<file path="config.mk">
export PLATFORM = sky130hd
export DESIGN_NAME = rr_arb_mux
export DESIGN_NICKNAME = d
export VERILOG_FILES = /design/src/rtl/rr_arb_mux.sv
export SDC_FILE = /design/constraint.sdc
export NUM_CORES = 1
export LEC_CHECK = 0
export BUFFER_PORTS_ARGS = -buffer_cell sky130_fd_sc_hd__buf_2
export CORE_MARGIN = 2
export CORE_UTILIZATION = 39
export CTS_BUF_LIST = sky130_fd_sc_hd__clkbuf_4 sky130_fd_sc_hd__clkbuf_8 sky130_fd_sc_hd__clkbuf_16
export DETAILED_ROUTE_END_ITERATION = 10
export PLACE_DENSITY = 0.84
export SYNTH_ARGS = -nofsm -noshare
export SYNTH_HDL_FRONTEND = slang
export SYNTH_SLANG_ARGS = --single-unit
</file>
<file path="constraint.sdc">
create_clock -name clk -period 2.57 [get_ports clk]
set_input_delay 0.257 -clock clk [delete_from_list [all_inputs] [get_ports clk]]
set_output_delay 0.257 -clock clk [all_outputs]
set_load 0.01 [all_outputs]
</file>
<file path="src/rtl/rr_arb_mux.sv">
// N-channel arbitrating multiplexer: fixed-priority or round-robin selection of a
// requesting channel into a single registered valid/ready output stage.
module rr_arb_mux #(
    parameter int WIDTH = 32,
    parameter int N     = 4,
    localparam int SEL_W = $clog2(N)
) (
    input  logic               clk,
    input  logic               rst_n,
    input  logic               mode,
    input  logic [N-1:0]       in_valid,
    input  logic [N*WIDTH-1:0] in_data,
    output logic [N-1:0]       in_ready,
    output logic               out_valid,
    output logic [WIDTH-1:0]   out_data,
    output logic [SEL_W-1:0]   out_sel,
    input  logic               out_ready
);

    logic                    r_vld_p1;
    logic [WIDTH-1:0]        r_data_p1;
    logic [SEL_W-1:0]        r_sel_p1;
    logic [SEL_W-1:0]        r_ptr;

    logic                    w_load;
    logic                    w_lo_found;
    logic                    w_hi_found;
    logic [SEL_W-1:0]        w_lo_idx;
    logic [SEL_W-1:0]        w_hi_idx;
    logic [SEL_W-1:0]        w_win;
    logic [SEL_W-1:0]        w_ptr_next;
    logic [N-1:0]            w_grant;
    logic [WIDTH-1:0]        w_data;

    assign w_load = !r_vld_p1 || out_ready;

    // Round-robin is the lowest requester at or above ptr, else the lowest overall.
    always_comb begin
        w_lo_found = 1'b0;
        w_hi_found = 1'b0;
        w_lo_idx   = '0;
        w_hi_idx   = '0;
        for (int i = N - 1; i >= 0; i--) begin
            if (in_valid[i]) begin
                w_lo_found = 1'b1;
                w_lo_idx   = SEL_W'(i);
            end
            if (in_valid[i] && (SEL_W'(i) >= r_ptr)) begin
                w_hi_found = 1'b1;
                w_hi_idx   = SEL_W'(i);
            end
        end
        w_win = (mode && w_hi_found) ? w_hi_idx : w_lo_idx;
    end

    always_comb begin
        w_grant = '0;
        w_data  = '0;
        for (int i = 0; i < N; i++) begin
            if (w_lo_found && (w_win == SEL_W'(i))) begin
                w_grant[i] = 1'b1;
                w_data     = in_data[i*WIDTH +: WIDTH];
            end
        end
    end

    assign w_ptr_next = (w_win == SEL_W'(N - 1)) ? '0 : w_win + SEL_W'(1);

    // rst_n gating keeps in_ready low for the whole reset window, not just after an edge.
    assign in_ready = w_grant & in_valid & {N{w_load && rst_n}};

    // ---- output register stage (p1) ----
    always_ff @(posedge clk or negedge rst_n) begin
        if (!rst_n) begin
            r_vld_p1  <= 1'b0;
            r_data_p1 <= '0;
            r_sel_p1  <= '0;
            r_ptr     <= '0;
        end else if (w_load) begin
            if (w_lo_found) begin
                r_vld_p1  <= 1'b1;
                r_data_p1 <= w_data;
                r_sel_p1  <= w_win;
                r_ptr     <= w_ptr_next;
            end else begin
                r_vld_p1  <= 1'b0;
            end
        end
    end

    assign out_valid = r_vld_p1;
    assign out_data  = r_data_p1;
    assign out_sel   = r_sel_p1;

endmodule

</file>
# Word-level counts from Yosys, hierarchy flattened
# Cells that the tools add are included.
[word_totals]
reg_bits = 37
output_inout_bits = 39
[classes]
n_eq_ne = 3
n_reduce_logical = 14
muxes = 27
bitwise = 2
n_lt_le_gt_ge = 4
n_addsub = 1
[op_table]
columns = ["op", "count"]
rows = [
  ["$mux W32", 4],
  ["$mux W2", 10],
  ["$mux W1", 13],
  ["$logic_and A1 B1 Y1", 10],
  ["$and A4 B4 Y4", 2],
  ["$eq A2 B2 Y1 const B", 2],
  ["$ge A1 B2 Y1 const A", 2],
  ["$ge A2 B2 Y1 const A", 2],
  ["$add A2 B1 Y2 const B", 1],
  ["$eq A2 B1 Y1 const B", 1],
  ["$logic_not A2 Y1", 1],
  ["$reduce_and A2 Y1", 1],
  ["$logic_not A1 Y1", 1],
  ["$logic_or A1 B1 Y1", 1],
]

# Depth between registers and ports, before layout
[depth]
ltp_word = 14
mapped_depth = 11
depth_no_buf = 9

# Least setup slack after synthesis
# OpenSTA, ideal clock, no wires.
[synth_timing]
path_kind = "reg-to-reg"
startpoint = "register r_ptr[1]"
endpoint = "register r_data_p1[0] (netlist: out_data[0])"
path_slack_ns = -0.079
synth_period_minus_slack_ns = 2.649
t_arrival_ns = 2.546
setup_ns = 0.104
n_path_buf = 2
path_stages_with_launch = 12
required_ns = 2.466
path_cell_list = "dfrtp_1 > a21boi_0 > o21ai_0 > a211oi_1 > a31o_2 > ha_1 > clkbuf_1 > clkbuf_1 > nand2_1 > a211oi_1 > a21oi_1 > a221oi_1"
[synth_via]
elab_chain_len = 14
elab_cells_between_ends = 30
classes_between = "order compare: 4; eq/ne: 3; mux: 13; reduce/logical: 10"
[synth_rtl]
columns = ["element", "line", "rtl"]
rows = [
  ["start: declaration", "23", "logic [SEL_W-1:0] r_ptr;"],
  ["start signal: assignment", "84", "r_ptr <= w_ptr_next;"],
  ["$ge A2 B2 Y1", "48", "if (in_valid[i] && (SEL_W'(i) >= r_ptr)) begin"],
  ["$logic_and A1 B1 Y1", "48", ""],
  ["$mux W1 (4 in a row)", "48", ""],
  ["$logic_and A1 B1 Y1", "53", "w_win = (mode && w_hi_found) ? w_hi_idx : w_lo_idx;"],
  ["$mux W2 (*)", "53", ""],
  ["via w_win[0]", "30", "logic [SEL_W-1:0] w_win;"],
  ["$logic_not A2 Y1", "60", "if (w_lo_found && (w_win == SEL_W'(i))) begin"],
  ["$logic_and A1 B1 Y1", "60", ""],
  ["$mux W32 (3 in a row)", "60", ""],
  ["$mux W32 (*)", "60", ""],
  ["end signal: assignment", "82", "r_data_p1 <= w_data;"],
  ["end: declaration", "21", "logic [WIDTH-1:0] r_data_p1;"],
]
# The timed path passes the listed nets; every way through them passes the cells marked *.
# A chain may end at the register's enable or synchronous reset.

# Worst setup path in the final report
[layout_timing]
startpoint = "register r_ptr[1]"
endpoint = "output port in_ready[1]"
[layout_via]
elab_chain_len = 13
elab_cells_between_ends = 23
classes_between = "order compare: 4; eq/ne: 1; mux: 10; bitwise: 2; reduce/logical: 6"
[layout_rtl]
columns = ["element", "line", "rtl"]
rows = [
  ["$ge A2 B2 Y1", "48", ""],
  ["$logic_and A1 B1 Y1", "48", ""],
  ["$mux W1 (4 in a row)", "48", ""],
  ["$logic_and A1 B1 Y1", "53", ""],
  ["$mux W2 (*)", "53", ""],
  ["via w_win[0]", "30", ""],
  ["$eq A2 B1 Y1 (*)", "60", ""],
  ["$logic_and A1 B1 Y1 (*)", "60", ""],
  ["$mux W1 (*)", "60", ""],
  ["$and A4 B4 Y4 (*) (2 in a row)", "70", "assign in_ready = w_grant & in_valid & {N{w_load && rst_n}};"],
  ["end: declaration", "13", "output logic [N-1:0] in_ready,"],
]
# Marked as above.

==> impl_metrics.json <==
{
  "cp-start-kind": "register",
  "worst_hold_path_type": "in2async",
  "power_mw": 2.82,
  "core_um2": 6910,
  "yosysWarnings": 0,
  "drc_errors": 0,
  "skew_ns": 0.00665,
  "tritoncts": "built",
  "die_area_um2": 7920,
  "yosys-top-cells-area": "dfrtp_1 33%, a211oi_1 9.1%, nand3b_1 8.5%",
  "finalCritPeriodShare": 0.983,
  "grt_pass1_wl_um": 14000,
  "overflow": 0,
  "synthToLayoutAreaGrowth_pct": 44.9,
  "hold_ws_ns": 0.0360,
  "place.detailed.hpwl_um": 6870,
  "p_per_area_nw_per_um2": 690,
  "cp_max_fo": 9,
  "synth-edff-count": 0,
  "post-place-cells": 594,
  "initial_core_util": 0.408,
  "via_per_inst": 5.52,
  "grt_pass1_vias": 2981,
  "tightest_slew_ns": 0.716,
  "grt_max_degree": 38,
  "die_y_um": 89,
  "arrival_ns": 2.27,
  "fin_area_um2": 4080,
  "clk_latency_ns": 0.28,
  "vias": 3350,
  "clkSinkCount": 37,
  "ys_seq_elements": 37,
  "antennaDiodeCount": 0,
  "min_period_ns": 2.53,
  "syn_inst": 342,
  "final_max_slew_viol_count": 0,
  "synth.top_cell.area_share": 0.329,
  "io_pins": 175,
  "setup_viol": 0,
  "routed_wl_um": 9960,
  "instances_no_fill": 607,
  "status": "finished, final reports clean",
  "endpoint_kind": "output pin",
  "ir_worst_vdd_mv": 0.353,
  "fmax_ghz": 0.396,
  "die_w_um": 89,
  "synth_area_um2": 2820,
  "root_buffer": "clkbuf_8",
  "gp_congestion": 0.888,
  "worstPathRequired_ns": 2.31,
  "synthTopCellsByCount": "38 x nand2_1, 37 x dfrtp_1, 35 x nor2_1",
  "yosysUniqueCellTypes": 28,
  "drt_pre_antenna_iters": 6,
  "first_iter_violations": 185,
  "avgSynthCellArea_um2": 8.24,
  "cts_max_level": 2,
  "dpl_cell_area_um2": 3830,
  "synth_area_leader_cell": "dfrtp_1",
  "seq_area_frac_synth": 0.329,
  "clock_path_buffers": 2,
  "synth.most_common_cell": "nand2_1",
  "num_rows": 30,
  "port_buffers": 174,
  "clkTransAtPathRegs_ns": 0.07,
  "p_leak_nw": 1.84,
  "relSlewSlack": 0.522,
  "grt.total_usage": 0.225,
  "nets": 651,
  "wire_per_inst_um": 16.4,
  "grt_setup_unrepaired": "yes",
  "hold_viol_final": 0,
  "antenna_found_initial": 0,
  "synth_fp_nets": 482,
  "antenna_left": 0,
  "drv_cap": 0,
  "crit_type": "reg2out",
  "cts_buffers": 5,
  "r2r_cells": 10,
  "ys.flop_type": "dfrtp_1",
  "drive_gt1_frac": 0.452,
  "tns_ns": 0,
  "synthArstFlopShare": 1.00
}
## registers in the layout, summed over array words and instances, names as in the netlist
| signal | cells |
|---|---|
| out_sel | 2 |
| out_valid | 1 |
| r_ptr | 2 |
| out_data | 32 |
## cell type report
type	count	area (µm²)
Clock buffer	7	90.1
Fill cell	658	2820
Sequential cell	37	927
Inverter	2	7.51
Timing Repair Buffer	197	1120
Tap cell	96	120
Multi-Input combinational cell	268	1820
## layout by cell type, fill, tap and decap left out, types with 2 or more instances in the layout
master / netlist / final
buf_6: 3 / 3
inv_1: 2 / 2
nand3b_1: 32 / 32
buf_2: 6 / 174
and3_1: 4 / 4
o21ai_1: 0 / 2
nand2_1: 38 / 38
clkbuf_8: 0 / 6
buf_4: 0 / 15
a21oi_1: 34 / 33
a211oi_2: 0 / 3
a221oi_2: 10 / 12
ha_4: 0 / 2
nor2_1: 35 / 35
a21boi_1: 0 / 2
nor2b_1: 34 / 34
dfrtp_1: 37 / 36
a21oi_4: 0 / 2
nand2b_1: 2 / 2
a211oi_1: 34 / 31
a221oi_1: 22 / 20
and2_1: 4 / 3
buf_12: 0 / 4
## per-stage QoR
stage          setup slack (ns)  utilization
6_report                 0.0430        0.591
3_5_place_dp             -0.194        0.555
5_1_grt                 -0.0422        0.591
2_1_floorplan            0.0306            -
4_1_cts                  -0.137        0.569
3_3_place_gp           -0.00997        0.555
## metal layers
| layer | GRT usage | part of all wire | up-vias |
|---|---|---|---|
| li1 | - | - | 1590 |
| met1 | 0.274 | 0.41 | 1576 |
| met2 | 0.400 | 0.50 | 176 |
| met3 | 0.0452 | 0.083 | 8 |
| met4 | 0.0678 | 0.0080 | 0 |
| met5 | 0 | 0 | - |
## worst paths after layout
path,startpoint,slack [ns],end
hold / removal,rst_n,0.04,out_data[19]
setup / recovery,r_ptr[1],0.04,in_ready[1]
hold reg to reg,out_sel[1],0.52,out_sel[1]
setup reg to reg,r_ptr[1],0.06,out_data[23]
min in group clk,in_data[112],0.29,out_data[16]
max in group asynchronous,rst_n,2.18,r_ptr[1]
## report_power, final
part / total (mW) / switching (mW) / internal, mW
Combinational: 1.52 / 0.793 / 0.725
Clock: 0.420 / 0.197 / 0.224
Sequential: 0.877 / 0.113 / 0.764
## kinds of logic (layout without fill, tap and decap cells)
kind of cell,count (synthesis),after routing,synth area share
AND/OR/NAND/NOR,152,152,0.290
AO/OA/AOI/OAI,109,110,0.295
buffers and inverters,38,206,0.0613
flip-flops,37,37,0.329
adder cells (fa/ha/maj),4,4,0.0178
multiplexers,2,2,0.00755
## worst max-delay path, stage by stage, from the launching register on
cell and delay [ns]:
dfrtp_2 0.45, a21boi_1 0.19, o21ai_1 0.14, a211oi_2 0.32, a31o_2 0.22, ha_4 0.22
buf_4 0.18, and3_1 0.15, buf_2 0.12
## what timing repair did
item                                    in CTS  in global routing
endpoints found under the setup margin      34                 36
pin swaps                                    0                  5
hold endpoints to repair                     0                  0
hold buffers                                 0                  0
gates resized for setup                      1                 19
buffers inserted                             1                  3
gates cloned                                 0                  2
(Power assumes the default switching activity.)
